## src/rtl/accum_pkg.sv

```systemverilog
// Shared definitions for the accumulator datapath: fetch FSM encoding and default widths.
package accum_pkg;

    typedef enum logic [1:0] {
        ST_IDLE  = 2'd0,
        ST_FETCH = 2'd1,
        ST_LOAD  = 2'd2,
        ST_EXEC  = 2'd3
    } state_t;

    localparam int DEF_PC_W    = 10;
    localparam int DEF_INSTR_W = 16;
    localparam int DEF_OFF_W   = 8;

endpackage

```

## src/rtl/pc_fetch_sequencer_pc_next_calc.sv

```systemverilog
// Next-PC arithmetic: sequential +1 or sign-extended branch offset, both modulo 2**PC_W.
module pc_next_calc #(
    parameter int PC_W  = 10,
    parameter int OFF_W = 8
) (
    input  logic [PC_W-1:0]  pc,
    input  logic             branch_taken,
    input  logic [OFF_W-1:0] branch_offset,
    output logic [PC_W-1:0]  pc_next
);

    logic [PC_W-1:0] offExt;

    // A size cast of a signed operand sign-extends, so negative offsets wrap naturally.
    assign offExt  = PC_W'($signed(branch_offset));
    assign pc_next = branch_taken ? (pc + offExt) : (pc + PC_W'(1));

endmodule

```

## src/rtl/pc_fetch_sequencer.sv

```systemverilog
// Fetch stage: owns the PC, sequences FETCH -> LOAD -> EXEC and holds the instruction register.
module pc_fetch_sequencer
    import accum_pkg::*;
#(
    parameter int                PC_W     = DEF_PC_W,
    parameter int                INSTR_W  = DEF_INSTR_W,
    parameter int                OFF_W    = DEF_OFF_W,
    parameter logic [PC_W-1:0]   RESET_PC = '0
) (
    input  logic               clk,
    input  logic               rst_n,
    input  logic               start,
    input  logic               halt,
    input  logic [INSTR_W-1:0] instr_in,
    input  logic               exec_done,
    input  logic               branch_taken,
    input  logic [OFF_W-1:0]   branch_offset,
    output logic [PC_W-1:0]    pc,
    output logic               fetch_en,
    output logic [INSTR_W-1:0] ir,
    output logic               ir_valid,
    output logic               busy,
    output state_t             dbgState
);

    // Handshakes: fetch_en is a one-cycle read strobe and instr_in is taken exactly one
    // cycle later with no back-pressure; ir_valid acts as "valid" towards execute and
    // exec_done is the one-cycle "ready/accept" that retires the instruction held in ir.

    state_t          state;
    logic            haltPending;
    logic [PC_W-1:0] pcNext;

    pc_next_calc #(
        .PC_W  (PC_W),
        .OFF_W (OFF_W)
    ) uPcNext (
        .pc            (pc),
        .branch_taken  (branch_taken),
        .branch_offset (branch_offset),
        .pc_next       (pcNext)
    );

    always_ff @(posedge clk or negedge rst_n) begin
        if (!rst_n) begin
            state       <= ST_IDLE;
            pc          <= RESET_PC;
            ir          <= '0;
            ir_valid    <= 1'b0;
            fetch_en    <= 1'b0;
            busy        <= 1'b0;
            haltPending <= 1'b0;
        end else begin
            case (state)
                ST_IDLE: begin
                    if (start) begin
                        state    <= ST_FETCH;
                        fetch_en <= 1'b1;
                        busy     <= 1'b1;
                    end
                end
                ST_FETCH: begin
                    state    <= ST_LOAD;
                    fetch_en <= 1'b0;
                    if (halt) haltPending <= 1'b1;
                end
                ST_LOAD: begin
                    state    <= ST_EXEC;
                    ir       <= instr_in;
                    ir_valid <= 1'b1;
                    if (halt) haltPending <= 1'b1;
                end
                ST_EXEC: begin
                    if (exec_done) begin
                        pc       <= pcNext;
                        ir_valid <= 1'b0;
                        // A halt arriving with exec_done still lets this instruction retire.
                        if (haltPending || halt) begin
                            state       <= ST_IDLE;
                            busy        <= 1'b0;
                            haltPending <= 1'b0;
                        end else begin
                            state    <= ST_FETCH;
                            fetch_en <= 1'b1;
                        end
                    end else if (halt) begin
                        haltPending <= 1'b1;
                    end
                end
                default: state <= ST_IDLE;
            endcase
        end
    end

    assign dbgState = state;

endmodule

```

## config.mk

```make
export PLATFORM = sky130hd
export DESIGN_NAME = pc_fetch_sequencer
export DESIGN_NICKNAME = d
export VERILOG_FILES = /design/src/rtl/accum_pkg.sv /design/src/rtl/pc_fetch_sequencer_pc_next_calc.sv /design/src/rtl/pc_fetch_sequencer.sv
export SDC_FILE = /design/constraint.sdc
export NUM_CORES = 1
export LEC_CHECK = 0
export ABC_AREA = 1
export CAP_MARGIN = 30
export CORE_MARGIN = 3
export CORE_UTILIZATION = 29
export DETAILED_ROUTE_END_ITERATION = 12
export GPL_ROUTABILITY_DRIVEN = 0
export PLACE_DENSITY_LB_ADDON = 0.05
export RECOVER_POWER = 100
export SYNTH_ARGS = -nofsm -noshare
export SYNTH_HDL_FRONTEND = slang
export SYNTH_SLANG_ARGS = --single-unit
export TNS_END_PERCENT = 1
```

## constraint.sdc

```tcl
create_clock -name clk -period 3 [get_ports clk]
set_input_delay 0.6 -clock clk [delete_from_list [all_inputs] [get_ports clk]]
set_output_delay 0.6 -clock clk [all_outputs]
set_load 0.01 [all_outputs]
```

Word-level counts from Yosys, hierarchy flattened
Cells that the tools add are included.
{ "word_totals": {"ff_bits": 32, "in_bits": 30, "wordCells": 47, "output_inout_bits": 31} }
{ "classes": {"muxes": 17, "eq_ne": 8, "reduce_logical": 13, "add_sub_neg": 2} }
{ "ops": {"columns": ["op", "count"], "rows": [
  ["$add A10 B1 Y10 const B", 1],
  ["$add A10 B10 Y10", 1],
  ["$mux W10", 1],
  ["$mux W1", 9],
  ["$ne A2 B2 Y1 const B", 4],
  ["$pmux W2 S4", 1],
  ["$reduce_and A2 Y1", 4],
  ["$reduce_and A4 Y1", 2],
  ["$pmux W1 S2", 3],
  ["$reduce_bool A2 Y1", 3],
  ["$eq A2 B2 Y1 const B", 2],
  ["$mux W2", 2],
  ["$ne A3 B3 Y1 const B", 1],
  ["$pmux W1 S3", 1],
  ["$reduce_bool A3 Y1", 1],
  ["$eq A2 B1 Y1 const B", 1],
  ["$logic_not A2 Y1", 1],
  ["$reduce_or A2 Y1", 1],
  ["$logic_or A1 B1 Y1", 1]
]} }

Logic depth before layout (Yosys ltp)
{ "logic_depth": {"ltp_word": 4, "depth_mapped": 13, "mapped_depth_nobuf": 12} }

Modules after synthesis
Synthesis repeated with hierarchy kept, for this count alone.
{ "unflattened": {"cells_unflattened": 246, "hier_area_um2": 1961.9} }
{ "by_module_without_submodules": {"columns": ["mod", "cells_each", "area_per_inst_um2", "seq_area_each_um2", "instances"], "rows": [
  ["pc_fetch_sequencer", 145, 1428.9, 800.8, 1],
  ["pc_next_calc", 101, 533.0, 0.0, 1]
]} }

Worst setup path before layout
No wires, ideal clock.
{ "synth_path": {"kind": "input to register", "from": "input port branch_taken", "to": "register pc[8]", "setup_ns": 0.117, "setup_slack_ns": 1.043, "path_buffers": 1, "cell_stages": 11, "arrival_time_ns": 1.840, "required_time_ns": 2.883, "path_cell_list": "buf_6 -> nand2_1 -> ha_1 -> inv_1 -> fa_1 -> o21ai_2 -> nand2_1 -> nand2_1 -> nand2_1 -> nand3_1 -> nand2_1"} }
{ "synth_between": {"elab_chain_len": 1} }
{ "synth_rtl": {"columns": ["item", "line_no", "rtl"], "rows": [
  ["start, declared", "pc_fetch_sequencer.sv:16", "input logic branch_taken,"],
  ["$mux W10", "pc_fetch_sequencer_pc_next_calc.sv:16", "assign pc_next = branch_taken ? (pc + offExt) : (pc + PC_W'(1));"],
  ["end signal, assigned", "pc_fetch_sequencer.sv:75", "pc <= pcNext;"],
  ["end, declared", "pc_fetch_sequencer.sv:18", "output logic [PC_W-1:0] pc,"]
]} }
Every way passes these cells.
A chain may end at the register's enable or synchronous reset.

Worst setup path after layout
{ "layout_path": {"from": "input port branch_taken", "to": "register pc[6]"} }
The elaborated chain is that of the path after synthesis.

==> results <==
- The post-route DRC violation count is 0.
- The count of synthesis-stage warnings from yosys is 0.
- The number of placed I/O pins is 61.
- The critical path starts at branch_taken.
- The number of buffers on the longest clock path is 2.
- The run finished, with violations left.
- Cell internal power was estimated by the tool at 1540 uW.
- The clock reaches the later pin of the worst-skew pair after 0.28 ns.
- The die covers 7240 um2.
- The placement row count is 28.
- Setup repair after global routing left no endpoint under its margin.
- The detail route stage leaves a number of antenna-violating nets equal to 0.
- The clock drives 32 sinks.
- The path with the worst hold slack has its endpoint at ir_valid$_DFFE_PN0P_.
- Summed over all instances, the cell type with the most area after synthesis is dfrtp_1.
- After layout, the worst path uses 80.6% of the clock period.
- Adding up every negative setup slack in the final design gives 0 ns.
- The worst min-delay path startpoint is ir_valid$_DFFE_PN0P_.
- Counting the buffers created by CTS gives 5.
- The portion of the post-synthesis area used by sequential elements is 44.2%.
- The first global-routing pass estimated 7.45 mm of wire.
- The net switching power is 912 uW.
- The hold violation count in the final report is 0.
- Summing all multi-input logic gate instances after layout gives 873 um2.
- In this run the mean area of a mapped cell was 8.89 um2.
- By area the synthesized netlist is led by dfrtp_1 (44%), nand2_1 (12%), mux2_2 (9.9%).
- The terminus of the critical flop-to-flop path is ir[10]$_DFFE_PN0P_.
- The area of the mapped netlist is 1810 um2.
- The worst setup path is launched from an input port.
- The largest driver fanout on the critical path is 8.
- The most common library cell in the layout ignoring fill and taps is nand2_1.
- Global routing used 13.0% of the available tracks.
- The total via count in the routed design is 1516.
- The worst hold slack is 0.499 ns.
- The post-cts gate resize count is 0.
- The initial antenna violation count was 0.
- Registers take 801 um2.
- Of the total power, registers draw 31.5%.
- The pin count of the biggest net entering global routing is 33.
- Counting I/O delays and the setup requirement, the final critical path takes 2.42 ns.
- In this run, synthesis produced a sequential element count of 32.
- The share of the synthesized area in the top cell type is 44.2%.
- Post-CTS timing repair inserted 0 buffers for setup.
- For the worst setup path, the data arrival time is 2.60 ns.
- The peak supply drop is 0.361 mV.
- The die is 85.1 um tall.
- After clock tree synthesis, the flow added hold-fix buffers numbering 0.
- The max-cap violation count is 1.
- In this run the critical register-to-register path is launched from dbgState[0]$_DFFE_PN0P_.
- The number of pins with negative max-slew slack in the final report came to 33.
- The total routed wirelength is 4.23 mm.
- The first-iteration detailed-routing DRC count is 63.
- The switching power as a share of total power is 37.3%.
- The upper clock frequency limit is 414 MHz.
- The average detailed-routed wire length per instance is 12.3 um.
- Once detailed placement completed, the half-perimeter wirelength came to 3.15 mm.
- The checks that failed: max-capacitance violations, max-slew violations.
- For the pin with the worst max-slew slack, the measured transition is 1.78 ns.
- The top cell types in the final layout, fill and taps aside, are nand2_1 (58), dlygate4sd3_1 (34), dfrtp_1 (32), clkdlybuf4s50_1 (26), inv_1 (25).
- The fill cell total of the finished layout is 606.
- The post-synth net total is 249.
- The number of global-route vias before repair is 1564.
- The required time of the worst setup path is 3.18 ns.
- The CTS tree is yes.
- The initial utilization of the core area, before any placement, comes to 30.3%.
- The area growth from synthesis to layout is 42.4%.
- Across the routed clock network, the largest skew measured is 0.00596 ns.
- Clock-pin slew was measured on the worst setup and hold paths at 0.08 ns.
- The number of diodes is 0.
- Synthesis instantiated 29 different standard cells from the library.
- The floorplan step set the die width to 85.1 um.
- The type of element capturing the critical path is a flip-flop.
- Across all register-to-register paths, the minimum setup slack is 1.18 ns.
- Setup violations remaining at the end of the flow were counted as 0.
- The startpoint-to-endpoint class of the critical path is in -> reg.
- The final-stage net count is 312.
- Counting every instance in the synthesized netlist gives 204.
- For the worst flop-to-flop path, the logic depth is 3.
- The tightest slew margin relative to the limit is -18.7%.
- The H-tree depth reported by CTS is 2.
- For this run, the detailed router's first-pass iteration total came to 4.
- The worst hold-check path type is reg -> reg.
- The worst hold path was traced through 2 stages.
- The share of total power dissipated in combinational logic is 50.9%.
- Dividing the detail-routed via count by the number of cells gives 4.42.
- In this run the tool buffered the top-level ports with 60 buffer cells.
- Summed over all layers, the global routing overflow is 0.
- The clock network burns 17.7% of the power.
- In this run the power density over the cells is 948 nW/um2.
- The floorplan step defined a core boundary enclosing 5990 um2.
- The buffer type at the clock tree root is clkbuf_8.
- The standby leakage power is 0.00126 uW.
- The share of post-route cells with drive strength above 1 is 10.4%.
[per-stage QoR]
step                total power, uW  setup slack (ns)  util, %  cell area [um2]  cells
global route                   2690             0.235     43.1             2580    343
finish                         2450             0.582     43.1             2580    343
detailed placement             2140             0.336     41.3             2480    335
floorplan                      1550              1.04        -             1810    204
CTS                            2590             0.647     43.3             2590    343
global placement               2140             0.367     41.3             2480    335
[worst max-delay path by stage]
stage	cells past startpoint	to
detailed placement	11	pc[8]$_DFFE_PN0P_
global route	2	pc[5]$_DFFE_PN0P_
global placement	11	pc[8]$_DFFE_PN0P_
finish	11	pc[6]$_DFFE_PN0P_
floorplan	11	pc[8]$_DFFE_PN0P_
CTS	11	pc[6]$_DFFE_PN0P_
[final cells by class]
class / instances / area share, %
Sequential cell: 32 / 31.0
Multi-Input combinational cell: 142 / 33.8
Clock inverter: 3 / 1.79
Timing Repair Buffer: 61 / 23.4
Inverter: 25 / 3.64
Tap cell: 75 / 3.64
Clock buffer: 5 / 2.67
[state kept, by name (all words and copies together), names as in the netlist]
register	flops
busy	1
dbgState	2
fetch_en	1
haltPending	1
ir	16
ir_valid	1
pc	10
[synthesized netlist by cell type, drive strengths merged]
cell type,n
clkbuf,1
inv,25
xor2,1
dfrtp,32
o21a,1
nand3b,2
nand4,1
a22oi,1
xnor2,1
a21oi,8
o21ai,7
fa,1
mux2,16
buf,4
nor3,3
a31oi,1
nand3,10
nor2,13
or2,2
ha,14
o22ai,1
nand2,59
[worst max-delay path, stage by stage]
cell	delay, ns
dlygate4sd3_1	0.67
nand2_1	0.12
ha_1	0.18
inv_1	0.06
fa_1	0.41
o21ai_2	0.23
nand2_1	0.09
nand2_1	0.06
nand2_1	0.04
nand3_1	0.06
nand2_1	0.06
[metal layers]
layer  up-vias  track usage [%]  wire [um]
met5         -                0          0
met4         0             4.32         38
met3         4             3.79        244
met2        37             21.8       2010
met1       695             15.9       1940
li1        780                -          -
[power by group through the flow]
stage          sequential (uW)  combinational [uW]  clock [uW]
2_1_floorplan              873                 675           0
6_report                   770                1240         433
4_1_cts                    784                1350         451
3_5_place_dp               787                1350           0
5_1_grt                    804                1410         469
3_3_place_gp               789                1350           0
[cells by family after synthesis]
family | synth area share (%)
flops | 44.2
buf+inv | 7.31
fa+ha+maj | 10.8
compound gates | 6.21
xor+xnor | 0.966
mux | 9.94
simple gates | 20.6
Note: power is estimated with default switching activity, not from simulation.
